### src/rtl/stopwatch_bcd_ctl.sv
// rtl/stopwatch_bcd_ctl.sv - mm:ss BCD stopwatch with debounced start/lap buttons and tick-paced counting
`timescale 1ns/1ps
module stopwatch_bcd_ctl #(
    parameter logic [15:0] DEB_LEN = 16'd1000
) (
    input  logic       clk,
    input  logic       rst_n,
    input  logic       tick,
    input  logic       btn_start,
    input  logic       btn_lap,
    output logic [3:0] dig0,
    output logic [3:0] dig1,
    output logic [3:0] dig2,
    output logic [3:0] dig3,
    output logic       running,
    output logic       wrap
);
    typedef enum logic [1:0] {S_IDLE, S_RUN, S_PAUSE, S_LAP} state_t;

    state_t      state;
    logic [2:0]  t_sync;
    logic        tick_p;
    logic [1:0]  btn_raw;
    logic [1:0]  b_s1;
    logic [1:0]  b_s2;
    logic [1:0]  b_deb;
    logic [1:0]  b_deb_q;
    logic [15:0] b_cnt [2];
    logic        start_p;
    logic        lap_p;
    logic [15:0] cnt;
    logic [15:0] lap_cnt;
    logic [15:0] cnt_inc;
    logic        roll;

    // t_sync[1:0] is the synchronizer, t_sync[2] the previous level for edge detection
    always_ff @(posedge clk or negedge rst_n) begin
        if (!rst_n) begin
            t_sync <= '0;
        end else begin
            t_sync <= {t_sync[1:0], tick};
        end
    end
    assign tick_p = t_sync[1] & ~t_sync[2];

    assign btn_raw = {btn_lap, btn_start};

    always_ff @(posedge clk or negedge rst_n) begin
        if (!rst_n) begin
            b_s1     <= '0;
            b_s2     <= '0;
            b_deb    <= '0;
            b_deb_q  <= '0;
            b_cnt[0] <= '0;
            b_cnt[1] <= '0;
        end else begin
            b_s1    <= btn_raw;
            b_s2    <= b_s1;
            b_deb_q <= b_deb;
            for (int i = 0; i < 2; i++) begin
                if (b_s2[i] == b_deb[i]) begin
                    b_cnt[i] <= '0;
                end else if (b_cnt[i] == DEB_LEN - 16'd1) begin
                    b_deb[i] <= b_s2[i];
                    b_cnt[i] <= '0;
                end else begin
                    b_cnt[i] <= b_cnt[i] + 16'd1;
                end
            end
        end
    end
    assign start_p = b_deb[0] & ~b_deb_q[0];
    assign lap_p   = b_deb[1] & ~b_deb_q[1];

    // BCD ripple increment: ss ones, ss tens (0-5), mm ones, mm tens (0-5)
    always_comb begin
        cnt_inc = cnt;
        roll    = 1'b0;
        if (cnt[3:0] != 4'd9) begin
            cnt_inc[3:0] = cnt[3:0] + 4'd1;
        end else begin
            cnt_inc[3:0] = 4'd0;
            if (cnt[7:4] != 4'd5) begin
                cnt_inc[7:4] = cnt[7:4] + 4'd1;
            end else begin
                cnt_inc[7:4] = 4'd0;
                if (cnt[11:8] != 4'd9) begin
                    cnt_inc[11:8] = cnt[11:8] + 4'd1;
                end else begin
                    cnt_inc[11:8] = 4'd0;
                    if (cnt[15:12] != 4'd5) begin
                        cnt_inc[15:12] = cnt[15:12] + 4'd1;
                    end else begin
                        cnt_inc[15:12] = 4'd0;
                        roll           = 1'b1;
                    end
                end
            end
        end
    end

    always_ff @(posedge clk or negedge rst_n) begin
        if (!rst_n) begin
            state                  <= S_IDLE;
            cnt                    <= '0;
            lap_cnt                <= '0;
            wrap                   <= 1'b0;
            {dig3, dig2, dig1, dig0} <= '0;
        end else begin
            wrap <= 1'b0;
            if (tick_p && (state == S_RUN || state == S_LAP)) begin
                cnt  <= cnt_inc;
                wrap <= roll;
            end
            case (state)
                S_IDLE: begin
                    if (start_p) state <= S_RUN;
                end
                S_RUN: begin
                    if (start_p) begin
                        state <= S_PAUSE;
                    end else if (lap_p) begin
                        state   <= S_LAP;
                        lap_cnt <= cnt;
                    end
                end
                S_PAUSE: begin
                    if (start_p) begin
                        state <= S_RUN;
                    end else if (lap_p) begin
                        state <= S_IDLE;
                        cnt   <= '0;
                    end
                end
                S_LAP: begin
                    if (start_p) begin
                        state <= S_PAUSE;
                    end else if (lap_p) begin
                        state <= S_RUN;
                    end
                end
                default: state <= S_IDLE;
            endcase
            {dig3, dig2, dig1, dig0} <= (state == S_LAP) ? lap_cnt : cnt;
        end
    end

    assign running = (state == S_RUN) || (state == S_LAP);
endmodule

### config.mk
export PLATFORM = sky130hd
export DESIGN_NAME = stopwatch_bcd_ctl
export DESIGN_NICKNAME = d
export VERILOG_FILES = /design/src/rtl/stopwatch_bcd_ctl.sv
export SDC_FILE = /design/constraint.sdc
export NUM_CORES = 1
export LEC_CHECK = 0
export CORE_ASPECT_RATIO = 0.9
export CORE_MARGIN = 5
export CORE_UTILIZATION = 59
export CTS_BUF_LIST = sky130_fd_sc_hd__clkbuf_16
export DETAILED_ROUTE_END_ITERATION = 8
export PLACE_DENSITY = 0.79
export REMOVE_ABC_BUFFERS = 1
export SLEW_MARGIN = 10
export SYNTH_ARGS = -nofsm -noshare
export SYNTH_HDL_FRONTEND = slang
export SYNTH_SLANG_ARGS = --single-unit
### constraint.sdc
create_clock -name clk -period 2.22 [get_ports clk]
set_clock_uncertainty 0.05 [all_clocks]
set_input_delay 0.444 -clock clk [delete_from_list [all_inputs] [get_ports clk]]
set_output_delay 0.444 -clock clk [all_outputs]
set_load 0.05 [all_outputs]
==> flow_summary.toml, run 1 <==
[die]
num_rows = 29
die_area_um2 = 8770
die_w_um = 98.2
coreArea_um2 = 6930
start_util = 0.596
die_h_um = 89.4
io_pins = 23

[worst_setup_path]
worstSetupEndpointType = "primary output"
r2r-end = "b_cnt[9]$_DFF_PN0_"
crit_family = "buffers and inverters"
cp_slowest_cell = "clkdlybuf4s50_1"
crit_chain = "clkdlybuf4s50_1"
startpoint = "dig2[0]$_DFF_PN0_"
cp_num_buf_inv = 1
reg2reg_depth = 5
reg2reg_slack_ns = 0.36
crit_required_ns = 1.73
timing.rr.start = "b_cnt[10]$_DFF_PN0_"
cp_max_fo = 1
slowest_delay_ns = 0.80
endpoint = "dig2[0]"
worstSetupStartpointType = "flip-flop"
cp.depth = 1
worstPathArrival_ns = 1.47
crit_type = "flip-flop to primary output"

[pwr]
p_leak_nw = 2.16
vdd_ir_drop_max_uv = 523
p_per_area_nw_per_um2 = 681
finalPower_mw = 3.21

[yosys]
ys_types = 46
ys_seq_area_frac = 0.570
synth_area_um2 = 4130
synthArstFlopShare = 1.00
avgSynthCellArea_um2 = 11.9
post-synth-top-area-cell = "dfrtp_1"
synth_flop_cell = "dfrtp_1"
synth_top_cell_area_share = 0.570
synth_area_leaders = "dfrtp_1 57%, mux2_2 9.3%, xor2_1 4.0%"
synth_edf_count = 0
syn_inst = 348
yosys_warnings = 0
synth-seq-cells = 94

[placed_design]
place_congestion = 0.795
dp_hpwl_mm = 4.43
numPortBuffers = 22

[sta]
slew_violations = 0
rsz0062_at_grt = "no"
finalHoldViolations = 0
worst_pin_slew_ns = 0.523
fmax_mhz = 510
setup_viol_count_final = 0
period_share = 0.883
slew_headroom = 0.651
tns_ns = 0
period_needed_ns = 1.96

[clock_network]
clkSlewWorstSetupHoldPaths_ns = 0.06
clock_latency_ns = 0.34
cts_tree = "yes"
hold_buffers = 0
cts-resized-gates = 0
post_cts_buffers = 0
cts_root_buf = "clkbuf_16"
cts_made_buffers = 9
clock_path_buffers = 2
cts.sink_count = 94
htree_levels = 3

[cells_and_area]
syn_to_final_growth_pct = 14.0
drive_gt1_frac = 0.179
fin_nets = 381
fillers = 517
antenna_cells = 0

[global_routing]
grt_max_degree = 56
antenna_found_initial = 0
grt_usage = 0.176
grt_pass1_wl_mm = 12.2
grt_pass1_vias = 2547
grt-ovfl-total = 0

[route]
drt.antenna.violating_nets = 0
avgViaCountPerCell = 5.55
drtPass1Iterations = 4
vias = 2619
drtIter0Drc = 95
drcViolationCount = 0
wl_per_cell_um = 14.4
routed_wl_mm = 6.81

[run_status]
status = "completed"

[run]
cap_violations = 0

[min_path]
hold_path_class = "input port to asynchronous set/reset pin"
## cells by family (layout without fill, tap and decap cells)
kind of cell	count (synthesis)	in the layout	share of synthesized area
XOR/XNOR	36	36	0.0764
AND/OR/NAND/NOR	140	140	0.194
flip-flops	94	94	0.570
adder cells (fa/ha/maj)	2	2	0.00606
buffers and inverters	19	50	0.0267
AO/OA/AOI/OAI	21	21	0.0297
multiplexers	36	36	0.0976
## cell usage in the layout, fill, tap and decap left out, types with 8 or more instances in the layout
cell type	n
dfrtp_1	94
nor2_1	42
mux2_2	34
clkdlybuf4s50_1	20
xor2_1	19
nand2_1	17
xnor2_1	17
nand4_1	15
nand3_1	11
clkbuf_16	9
a21oi_1	8
buf_4	8
## worst register-to-register path: stages, from the launching register on
cell	delay, ns
dfrtp_1	0.43
or4_1	0.55
nor4_2	0.30
or2_1	0.14
buf_4	0.20
nor2_1	0.07
## worst min path at each step
stage                         from                  end  slack, ns  depth (start not counted)
2_1_floorplan                rst_n   b_cnt[0]$_DFF_PN0_        0.1                          0
3_3_place_gp   t_sync[0]$_DFF_PN0_  t_sync[1]$_DFF_PN0_       0.28                          0
3_5_place_dp   t_sync[0]$_DFF_PN0_  t_sync[1]$_DFF_PN0_       0.28                          0
4_1_cts                      rst_n  b_cnt[24]$_DFF_PN0_       0.02                          1
5_1_grt                      rst_n  b_cnt[24]$_DFF_PN0_       0.04                          1
6_report                     rst_n  b_cnt[29]$_DFF_PN0_      0.008                          1
## final cells by class
cell class / instances / area [um^2] / share of cell area
clock inverter: 7 / 47.5 / 0.0101
clock buffer: 9 / 225 / 0.0479
inverter: 5 / 18.8 / 0.00399
tap: 93 / 116 / 0.0247
sequential: 94 / 2350 / 0.500
multi-input combinational: 235 / 1670 / 0.354
timing repair buffer: 29 / 280 / 0.0596
## registers in the layout, indices dropped and copies added, names as in the netlist, 3 cells and up
signal / count
b_cnt: 32
cnt: 16
lap_cnt: 16
dig0: 4
dig1: 4
dig2: 4
dig3: 4
t_sync: 3
## through the flow
stage	setup WS, ns	cell area, um^2	instances	hold WS [ns]	util
4_1_cts	0.245	4710	472	0.0217	0.679
2_1_floorplan	0.147	4040	334	0.0984	-
3_5_place_dp	0.363	4430	456	0.285	0.640
3_3_place_gp	0.412	4430	456	0.284	0.640
6_report	0.261	4710	472	0.00765	0.679
5_1_grt	0.210	4710	472	0.0423	0.679
## metal layers
layer | vias to the layer above | track usage | wire [um]
met5 | - | 0 | 0
met4 | 0 | 0.0521 | 82
met3 | 7 | 0.0546 | 290
met2 | 43 | 0.273 | 3090
met1 | 1288 | 0.244 | 3340
li1 | 1281 | - | -
## cells in the mapped netlist (4+ instances only)
master    number
dfrtp_1       94
clkbuf_1       7
nor2_1        42
o21ai_0        6
a21oi_1        8
xor2_1        19
nand3_1       11
inv_1          5
or4_1          4
nand2_1       17
nor3_1         6
mux2_2        34
xnor2_1       17
and4_1         5
nor2b_1        5
nor4_1         7
nand4_1       15
## power by group
| group | switching, mW | internal [mW] | leakage (nW) | total, mW |
|---|---|---|---|---|
| sequential | 0.0109 | 1.73 | 1.29 | 1.74 |
| combinational | 0.0497 | 0.0229 | 0.735 | 0.0726 |
| clock | 0.636 | 0.760 | 0.134 | 1.40 |
Note: power is estimated with default switching activity, not from simulation.
==> run 2, diff against run 1 <==
==> constraint.sdc (replaced) <==
create_clock -name clk -period 2.22 [get_ports clk]
set_clock_uncertainty 0.05 [all_clocks]
set_input_delay 0.333 -clock clk [delete_from_list [all_inputs] [get_ports clk]]
set_output_delay 0.333 -clock clk [all_outputs]
set_load 0.05 [all_outputs]
==> run 2 against run 1 <==
Die area did not move. Sequential share of layout area decreased by 0.40 points. Final area is 0.80% higher. Worst setup slack got worse by 0.12 ns. Largest cell class unchanged. Hold slack improved by 0.29 ns. Global-route usage grew 0.65 points.
==> flow_summary.toml, run 2 (same netlist as run 1, synthesis figures left out) <==
[min_path]
hold_path_depth = 0
min_from = "t_sync[0]$_DFF_PN0_"
holdPathEnd = "t_sync[1]$_DFF_PN0_"
hold_path_class = "flip-flop to flip-flop"

[clock_network]
cts_root_buf = "clkbuf_16"
clock_path_buffers = 2
cts_tree = "yes"
cts.sink_count = 94
cts_made_buffers = 9
post_cts_buffers = 0
htree_levels = 3
clock_latency_ns = 0.33
clkSlewWorstSetupHoldPaths_ns = 0.06

[cells_and_area]
fillers = 493
largest_register = "b_cnt"
final_area_um2 = 4740
drive_gt1_frac = 0.176
fin_nets = 383
largest_reg_flops = 32
largest_registers = "b_cnt: 32 flops, cnt: 16 flops, lap_cnt: 16 flops"
syn_to_final_growth_pct = 14.9
mostFrequentLayoutCell = "dfrtp_1"
most-common-layout-cells = "94 x dfrtp_1, 42 x nor2_1, 34 x mux2_2, 21 x clkdlybuf4s50_1, 19 x xor2_1"
final_cells = 474
antenna_cells = 0

[sta]
rsz0062_at_grt = "no"
slew_headroom = 0.588
worst_pin_slew_ns = 0.619
tns_ns = 0
setup_viol_count_final = 0
fmax_mhz = 480
period_needed_ns = 2.08
period_share = 0.939
finalHoldViolations = 0
slew_violations = 0

[route]
drcViolationCount = 0
avgViaCountPerCell = 5.60
drt.antenna.violating_nets = 0
routed_wl_mm = 7.33
wl_per_cell_um = 15.5
vias = 2656
drtPass1Iterations = 4
drtIter0Drc = 121

[global_routing]
grt_usage = 0.183
antenna_found_initial = 0
grt_pass1_vias = 2638
grt_max_degree = 50
grt-ovfl-total = 0
grt_pass1_wl_mm = 12.8

[worst_setup_path]
crit_chain = "clkdlybuf4s50_1"
cp_max_fo = 9
cp_slowest_cell = "clkdlybuf4s50_1"
reg2reg_slack_ns = 0.31
crit_family = "buffers and inverters"
timing.rr.start = "cnt[1]$_DFF_PN0_"
crit_required_ns = 1.84
worstSetupStartpointType = "flip-flop"
cp_num_buf_inv = 1
crit_type = "flip-flop to primary output"
worstSetupEndpointType = "primary output"
worstPathArrival_ns = 1.70
r2r-end = "cnt[11]$_DFF_PN0_"
reg2reg_depth = 4
slowest_delay_ns = 0.88

[placed_design]
dp.cells = 457
place_congestion = 0.810
numPortBuffers = 22
dp_hpwl_mm = 4.68
place_area_um2 = 4440

[die]
num_rows = 29
die_area_um2 = 8770
start_util = 0.596
die_w_um = 98.2
coreArea_um2 = 6930
die_h_um = 89.4
io_pins = 23

[run_status]
status = "completed"

[run]
cap_violations = 0

[pwr]
p_leak_nw = 2.18
p_per_area_nw_per_um2 = 697
vdd_ir_drop_max_uv = 557
==> run 2: cell types whose count changed in the layout (fill, tap and decap cells not counted) <==
cell / previous run / this run
clkinvlp_4: 1 / 0
clkinv_1: 1 / 2
clkdlybuf4s50_1: 20 / 21
dlygate4sd3_1: 0 / 1
bufinv_16: 0 / 1
inv_6: 2 / 0
clkinv_4: 1 / 2
==> run 2: how the worst max path moves through the flow <==
stage                                     to  cells past startpoint  slack [ns]            startpoint
after global routing                 running                      1        0.08  state[0]$_DFFE_PN0P_
final                                running                      1        0.14  state[0]$_DFFE_PN0P_
after floorplan            cnt[11]$_DFF_PN0_                      4        0.15  state[0]$_DFFE_PN0P_
after global placement    b_cnt[3]$_DFF_PN0_                      5        0.41   b_cnt[10]$_DFF_PN0_
after detailed placement  b_cnt[9]$_DFF_PN0_                      5        0.35   b_cnt[10]$_DFF_PN0_
after CTS                            running                      1        0.13  state[0]$_DFFE_PN0P_
==> run 2: layout make-up <==
type                            count  area (um^2)  share of cell area
Clock inverter                      7         65.1              0.0137
Clock buffer                        9          225              0.0475
Tap cell                           93          116              0.0245
Timing Repair Buffer               31          300              0.0633
Multi-Input combinational cell    235         1670               0.351
Sequential cell                    94         2350               0.496
Inverter                            5         18.8             0.00396
==> run 2: per-stage QoR <==
stage | setup slack [ns] | total power, mW | hold slack (ns) | utilization
global placement | 0.414 | 1.84 | 0.285 | 0.641
CTS | 0.127 | 3.33 | 0.299 | 0.684
global route | 0.0773 | 3.43 | 0.314 | 0.684
finish | 0.136 | 3.31 | 0.298 | 0.684
floorplan | 0.147 | 1.79 | -0.0126 | -
detailed placement | 0.355 | 1.85 | 0.285 | 0.641
==> run 2: routing by layer <==
layer	vias to the layer above	wire length [um]	share of wire	GRT usage
li1	1277	-	-	-
met1	1327	3520	0.48	0.260
met2	40	3460	0.47	0.279
met3	12	216	0.029	0.0335
met4	0	133	0.018	0.0806
met5	-	0	0	0
==> run 2: repair_timing <==
item,CTS,global route
resized for setup,0,0
hold buffers,1,0
hold endpoints to repair,47,0
==> run 2: power by group <==
part           switching, mW  internal (mW)
combinational         0.0501         0.0240
sequential            0.0116           1.73
clock                  0.629          0.865
total                  0.691           2.62
